===== config.mk =====
export PLATFORM = sky130hd
export DESIGN_NAME = output_frame_scheduler
export DESIGN_NICKNAME = d
export VERILOG_FILES = /design/src/rtl/output_pkg.sv /design/src/rtl/frame_watchdog.sv /design/src/rtl/output_frame_scheduler.sv
export SDC_FILE = /design/constraint.sdc
export NUM_CORES = 1
export LEC_CHECK = 0
export ABC_CLOCK_PERIOD_IN_PS = 2800
export CORE_MARGIN = 2
export CORE_UTILIZATION = 28
export CTS_CLUSTER_DIAMETER = 50
export DETAILED_ROUTE_END_ITERATION = 6
export GPL_TIMING_DRIVEN = 0
export HOLD_SLACK_MARGIN = 0.03
export SLEW_MARGIN = 20
export SYNTH_ARGS = -nofsm -noshare
export SYNTH_HDL_FRONTEND = slang
export SYNTH_SLANG_ARGS = --single-unit

===== constraint.sdc =====
create_clock -name clock -period 2.8 [get_ports clock]
set_input_delay 0.56 -clock clock [delete_from_list [all_inputs] [get_ports clock]]
set_output_delay 0.56 -clock clock [all_outputs]
set_load 0.05 [all_outputs]

===== src/rtl/output_pkg.sv =====
// Shared types and constants for the output frame ping-pong scheduler.
package output_pkg;

  typedef enum logic [1:0] {
    ST_IDLE    = 2'd0,
    ST_RUN     = 2'd1,
    ST_RELEASE = 2'd2
  } sched_state_e;

  localparam int FRAME_WORDS     = 19200;
  localparam int SHORTS_PER_WORD = 16;
  localparam int DONE_PIPE_DEPTH = 12;

  // Shortest legal watchdog: one full fetch plus the done pipeline.
  localparam int MIN_TIMEOUT     = FRAME_WORDS * SHORTS_PER_WORD + DONE_PIPE_DEPTH;
  localparam int TIMEOUT_DEFAULT = 400000;

endpackage


===== src/rtl/frame_watchdog.sv =====
// Loadable up-counter with clear and enable; expired flags count == LIMIT-1.
module frame_watchdog #(
  parameter int CNT_W = 20,
  parameter int LIMIT = 400000
) (
  input  logic             clk,
  input  logic             rst_n,
  input  logic             i_clear,
  input  logic             i_enable,
  input  logic             i_load,
  input  logic [CNT_W-1:0] i_load_val,
  output logic             o_expired
);

  localparam logic [CNT_W-1:0] LAST = CNT_W'(LIMIT - 1);

  logic [CNT_W-1:0] r_count;

  // NOTE: sequential state is updated with <= so every flop samples pre-edge values.
  always_ff @(posedge clk or negedge rst_n) begin
    if (!rst_n) begin
      r_count <= '0;
    end else if (i_clear) begin
      r_count <= '0;
    end else if (i_load) begin
      r_count <= i_load_val;
    end else if (i_enable) begin
      r_count <= r_count + 1'b1;
    end
  end

  assign o_expired = (r_count == LAST);

endmodule


===== src/rtl/output_frame_scheduler.sv =====
// Ping-pong controller for the output frame memory: bank full flags,
// write grant to compute, and the start/done handshake with the fetch stage.
module output_frame_scheduler
  import output_pkg::*;
#(
  parameter int TIMEOUT_CYCLES = TIMEOUT_DEFAULT,
  parameter int CNT_W          = 20
) (
  input  logic        clock,
  input  logic        reset_n,
  input  logic        wr_frame_done,
  input  logic        sink_ready,
  input  logic        fetch_done,
  output logic        fetch_start,
  output logic        output_base_offset,
  output logic        wr_bank,
  output logic        wr_grant,
  output logic [15:0] frame_count,
  output logic        overrun_err,
  output logic        timeout_err
);

  sched_state_e r_state;
  sched_state_e w_state_next;

  logic [1:0]  r_full;
  logic [1:0]  w_full_next;
  logic        r_wr_bank;
  logic        r_rd_bank;
  logic        r_wr_grant;
  logic        r_fetch_start;
  logic [15:0] r_frame_count;
  logic        r_overrun_err;
  logic        r_timeout_err;

  logic w_wd_clear;
  logic w_wd_enable;
  logic w_wd_expired;
  logic w_frame_ok;
  logic w_frame_timeout;
  logic w_wr_accept;

  frame_watchdog #(
    .CNT_W (CNT_W),
    .LIMIT (TIMEOUT_CYCLES)
  ) u_watchdog (
    .clk        (clock),
    .rst_n      (reset_n),
    .i_clear    (w_wd_clear),
    .i_enable   (w_wd_enable),
    .i_load     (1'b0),
    .i_load_val ({CNT_W{1'b0}}),
    .o_expired  (w_wd_expired)
  );

  // NOTE: every signal written here gets a default first, so no path can infer a latch.
  always_comb begin
    w_state_next    = r_state;
    w_wd_clear      = 1'b0;
    w_wd_enable     = 1'b0;
    w_frame_ok      = 1'b0;
    w_frame_timeout = 1'b0;
    unique case (r_state)
      ST_IDLE: begin
        if (r_full[r_rd_bank] && sink_ready && !fetch_done) begin
          w_state_next = ST_RUN;
          w_wd_clear   = 1'b1;
        end
      end
      ST_RUN: begin
        w_wd_enable = 1'b1;
        if (fetch_done) begin
          w_frame_ok   = 1'b1;
          w_state_next = ST_RELEASE;
        end else if (w_wd_expired) begin
          w_frame_timeout = 1'b1;
          w_state_next    = ST_RELEASE;
        end
      end
      ST_RELEASE: begin
        // Drain the stale done level of the finished frame before re-arming.
        if (!fetch_done) begin
          w_state_next = ST_IDLE;
        end
      end
      default: w_state_next = ST_IDLE;
    endcase
  end

  assign w_wr_accept = wr_frame_done && r_wr_grant;

  // Read-side clear is applied before the write-side set of the same cycle.
  always_comb begin
    w_full_next = r_full;
    if (w_frame_ok || w_frame_timeout) begin
      w_full_next[r_rd_bank] = 1'b0;
    end
    if (w_wr_accept) begin
      w_full_next[r_wr_bank] = 1'b1;
    end
  end

  // NOTE: only control state is reset here; there is no storage array in this block.
  always_ff @(posedge clock or negedge reset_n) begin
    if (!reset_n) begin
      r_state       <= ST_IDLE;
      r_full        <= 2'b00;
      r_wr_bank     <= 1'b0;
      r_rd_bank     <= 1'b0;
      r_wr_grant    <= 1'b1;
      r_fetch_start <= 1'b0;
      r_frame_count <= 16'd0;
      r_overrun_err <= 1'b0;
      r_timeout_err <= 1'b0;
    end else begin
      r_state       <= w_state_next;
      r_full        <= w_full_next;
      r_wr_grant    <= !r_full[r_wr_bank];
      r_fetch_start <= (w_state_next == ST_RUN);
      if (w_wr_accept) begin
        r_wr_bank <= ~r_wr_bank;
      end
      if (wr_frame_done && !r_wr_grant) begin
        r_overrun_err <= 1'b1;
      end
      if (w_frame_ok || w_frame_timeout) begin
        r_rd_bank <= ~r_rd_bank;
      end
      if (w_frame_ok) begin
        r_frame_count <= r_frame_count + 16'd1;
      end
      if (w_frame_timeout) begin
        r_timeout_err <= 1'b1;
      end
    end
  end

  assign fetch_start        = r_fetch_start;
  assign output_base_offset = r_rd_bank;
  assign wr_bank            = r_wr_bank;
  assign wr_grant           = r_wr_grant;
  assign frame_count        = r_frame_count;
  assign overrun_err        = r_overrun_err;
  assign timeout_err        = r_timeout_err;

endmodule

# Word level (Yosys, flattened, before mapping)
# Cells that the tools add are included.
[op_classes] n_eq_ne=4 order_cmp=4 reduce_logical=12 n_bitwise=5 add_sub_neg=2 mux=25
[ops] operator="$mux 20" count=2
[ops] operator="$add 20x1->20 const B" count=1
[ops] operator="$eq 20x19->1 const B" count=1
[ops] operator="$add 16x1->16 const B" count=1
[ops] operator="$mux 1" count=14
[ops] operator="$mux 2" count=6
[ops] operator="$logic_and 1x1->1" count=6
[ops] operator="$pmux 2 s3" count=1
[ops] operator="$eq 2x1->1 const B" count=2
[ops] operator="$lt 1x2->1 const B" count=2
[ops] operator="$logic_not 1->1" count=3
[ops] operator="$and 2x2->2" count=1
[ops] operator="$demux 1 s1" count=2
[ops] operator="$eq 2x2->1 const B" count=1
[ops] operator="$ge 1x1->1 const B" count=2
[ops] operator="$logic_not 2->1" count=1
[ops] operator="$not 1->1" count=2
[ops] operator="$not 2->2" count=1
[ops] operator="$or 2x2->2" count=1
[ops] operator="$reduce_bool 2->1" count=1
[ops] operator="$logic_or 1x1->1" count=1
[totals] inputBits=5 wordCells=62 reg_bits=46

# Longest topological paths before layout
[logic_depth] ltp_word=9 depth_mapped=5

# Hierarchy
# Synthesis repeated with hierarchy kept, for this count alone.
[unflattened] cells_unflattened=229 area_unflattened_um2=2359.8
[modules_own_cells] mod="frame_watchdog" seq_area_each_um2=500.5 cells_per_inst=134 n_inst=1 area_per_inst_um2=1193.6
[modules_own_cells] mod="output_frame_scheduler" seq_area_each_um2=651.9 cells_per_inst=95 n_inst=1 area_per_inst_um2=1166.1

# Least setup slack after synthesis
# Ideal clock, no wire load.
[synth_path] path_type="register -> register" start="register r_rd_bank (netlist: output_base_offset)" end="register u_watchdog.r_count[11]" path_buffers=1 arrival_ps=1607 required_ps=2705 setup_ps=95 path_stages_with_launch=6 slack_ps=1098 cell_sequence="dfrtp_1 -> mux2_2 -> nand2_2 -> buf_2 -> o211ai_1 -> o31ai_1"
[synth_between] elab_chain_cells=7
[synth_lines] item="start: declaration" line_no="output_frame_scheduler.sv:29" text="logic r_rd_bank;"
[synth_lines] item="start signal: assignment" line_no="output_frame_scheduler.sv:127" text="r_rd_bank <= ~r_rd_bank;"
[synth_lines] item="$mux 1 (implied by the code) * (2 in a row)" line_no="output_frame_scheduler.sv:65" text="if (r_full[r_rd_bank] && sink_ready && !fetch_done) begin"
[synth_lines] item="$logic_and 1x1->1 * (2 in a row)" line_no="output_frame_scheduler.sv:65"
[synth_lines] item="$mux 1 *" line_no="output_frame_scheduler.sv:65"
[synth_lines] item="$mux 1 *" line_no="output_frame_scheduler.sv:63" text="unique case (r_state)"
[synth_lines] item="$mux 20 / $reduce_bool 2->1 (equally long branches)"
[synth_lines] item="end signal: assignment" line_no="frame_watchdog.sv:26" text="r_count <= i_load_val;"
[synth_lines] item="end signal: assignment" line_no="frame_watchdog.sv:28" text="r_count <= r_count + 1'b1;"
[synth_lines] item="end: declaration" line_no="frame_watchdog.sv:17" text="logic [CNT_W-1:0] r_count;"
# Mark *: on every way between the ends. The rest lies on a longest branch, timed or not. The select of a mux whose other input is x is not followed.
# A chain may end at the register's enable or synchronous reset.

# Worst setup path after layout
[layout_path] start="register r_wr_grant (netlist: wr_grant)" end="output port wr_grant"
[layout_rtl] item="start: declaration" line_no="output_frame_scheduler.sv:30" text="logic r_wr_grant;"
[layout_rtl] item="start signal: assignment" line_no="output_frame_scheduler.sv:118" text="r_wr_grant <= !r_full[r_wr_bank];"
[layout_rtl] item="end: declaration" line_no="output_frame_scheduler.sv:17" text="output logic wr_grant,"
# No word-level cell between the ends.

==> flow_summary.ini <==
[synthesis]
synth_ff_type = dfrtp_1
yosysUniqueCellTypes = 48
yosysMostFrequentCell = dfrtp_1
syn_area_per_cell_sq_um = 11.2
synthTopCellsByCount = dfrtp_1 (45), nand2_1 (27), nand3_1 (14)
synth_edf_count = 0
synth_largest_area_cell = dfrtp_1
netlist_instances = 208
synth_seq_area_share_pct = 49.6
ys_async_sr_fraction_pct = 100
synth_top_area_share_pct = 48.4
synth_area_leaders = dfrtp_1 (48%), mux2i_1 (5.2%), nand2_1 (4.4%), xnor2_1 (4.1%), nand3_1 (3.0%)
ys.warnings.count = 0
synth_fp_nets = 215
ys_seq_elements = 46
syn_area_sq_mm = 0.00232

[place]
dp_hpwl_mm = 3.19
dpl_cell_area_sq_mm = 0.00273
dpl_worst_slack_ps = 393
port_buffers = 26
dpl.cell_count = 340
gp_congestion = 0.816

[sta]
setup_violations = 0
worst_slew_pin_slew_ps = 496
slew_headroom_pct = 66.9
hold_violations = 0
slew_viol_final = 0
clock_skew_ps = 9.21
setup_slack_ps = 593
whs_ps = 202
fin_crit_ps = 2210
final.setup.tns_ps = 0
fmax_mhz = 453
fin_crit_sh_pct = 78.8
rsz0062_at_grt = false

[routing]
drt_iter0_drc = 65
drc = 0
post_drt_wl_per_cell_microns = 12.6
vias_per_cell = 4.80
num_vias = 1669
drt_pass1_iterations = 4
finalWirelength_mm = 4.40
drtAntennaViolNets = 0

[setup_path]
path_cells = clkdlybuf4s50_1
regToRegStartpoint = u_watchdog.r_count[10]$_DFFE_PN0P_
required_ps = 2240
cp.buffers_inverters = 1
slowest_stage = clkdlybuf4s50_1
max_stage_delay_ps = 800
critPathArrivalTime_ps = 1650
crit_type = reg2out
critPathLaunch = wr_grant$_DFF_PN1_
cp-end-kind = output port
cp-start-kind = flop
crit_family = buffers and inverters
crit_fanout = 4

[floorplanning]
coreArea_sq_mm = 0.00813
dieArea_sq_mm = 0.00905
start_util_pct = 28.6
pin_count = 27
core.rowCount = 33
die_x_microns = 95.1
die_h_microns = 95.1

[power]
ir_worst_vdd_mv = 0.249
totalPowerFinal_mw = 1.89
power_density_mw_per_mm2 = 669
leakagePower_nw = 1.23

[finish]
syn_to_final_growth_pct = 21.4
stdcell_count = 348
stdcell_area_sq_mm = 0.00282
finalNetCount = 249
final_core_util_pct = 34.7
fillers = 837
num_antenna_cells = 0
drive_above_1_share_pct = 13.6

[run]
max-cap-violations = 0

[global_route]
grt_antenna_before_repair = 0
grt.overflow.total = 0
grt_usage_pct = 11.0
grt_pass1_wl_mm = 7.87
grt_pass1_vias = 1611
grt_max_degree = 29

[status]
status = complete, no violations

[clock_tree]
cts_htree_levels = 2
worst_skew_pair.late_latency_ps = 300
cts.hold.buffers_added = 0
numCtsBuffers = 5
ctsResizeCount = 0
cts_buffer_depth = 2
numClockSinks = 46
root_buffer = clkbuf_8
tritoncts = yes
clkTransAtPathRegs_ps = 80
cts_setup_buffers = 0

[hold_path]
min_path_type = in2async
## final timing paths
| check | slack (ps) | to | cells after the start |
|---|---|---|---|
| hold / removal | 200 | wr_bank$_DFFE_PN0P_ | 1 |
| setup / recovery | 590 | wr_grant | 1 |
| hold reg to reg | 450 | wr_grant$_DFF_PN1_ | 1 |
| setup reg to reg | 1090 | r_full[1]$_DFF_PN0_ | 4 |
| min in group clock | 450 | wr_grant$_DFF_PN1_ | 1 |
| max in group asynchronous | 2030 | wr_grant$_DFF_PN1_ | 2 |
## where the power goes
part           leakage (nW)  switching (mW)  total, mW  internal (mW)
combinational         0.584           0.351      0.571          0.220
clock                0.0482           0.220      0.419          0.199
sequential            0.596           0.126      0.898          0.772
total                  1.23           0.697       1.89           1.19
## layer usage
layer / part of all wire, % / vias up / GRT usage, %
li1: - / 824 / -
met1: 50 / 812 / 15.8
met2: 44 / 29 / 16.4
met3: 4.5 / 4 / 2.92
met4: 1.0 / 0 / 2.90
met5: 0 / - / 0
## registers in the layout (all words and copies together) (netlist names)
name and count:
output_base_offset 1, wr_grant 1, fetch_start 1, frame_count 16
timeout_err 1, overrun_err 1, r_full 2, u_watchdog.r_count 20
wr_bank 1, r_state 2
## cell usage in the layout, fill, tap and decap left out, types with 2 or more instances in the layout
cell	instances
dfrtp_1	45
nand2_1	27
clkdlybuf4s50_1	25
nand3_1	14
mux2i_1	12
xnor2_1	11
xor2_1	8
o21ai_0	7
and3_1	7
nand4_1	7
nor4_1	6
clkbuf_8	6
nor2_1	5
a21oi_1	5
inv_1	4
nand2b_1	3
nand3_4	3
buf_2	3
o31ai_1	3
and2_1	3
nor4b_4	2
mux2_2	2
and2b_2	2
and4_1	2
nor3_1	2
ha_1	2
## cell families (layout without fill, tap and decap cells)
| logic type | count (synthesis) | in the layout | share of synthesized area, % |
|---|---|---|---|
| simple gates | 97 | 97 | 28.2 |
| flops | 46 | 46 | 49.6 |
| compound gates | 22 | 22 | 5.97 |
| xor+xnor | 19 | 19 | 7.16 |
| mux | 14 | 14 | 6.14 |
| buf+inv | 8 | 43 | 1.88 |
| fa+ha+maj | 2 | 2 | 1.08 |
## area by class of cell
cell class,instances,area [sq um],share of cell area (%)
sequential,46,1150,40.8
buffer,4,28.8,1.02
multi-input combinational,154,1130,40.0
tap,105,131,4.65
timing repair buffer,27,275,9.75
clock buffer,7,86.3,3.06
inverter,4,15.0,0.532
clock inverter,1,5.00,0.177
(Power assumes the default switching activity.)
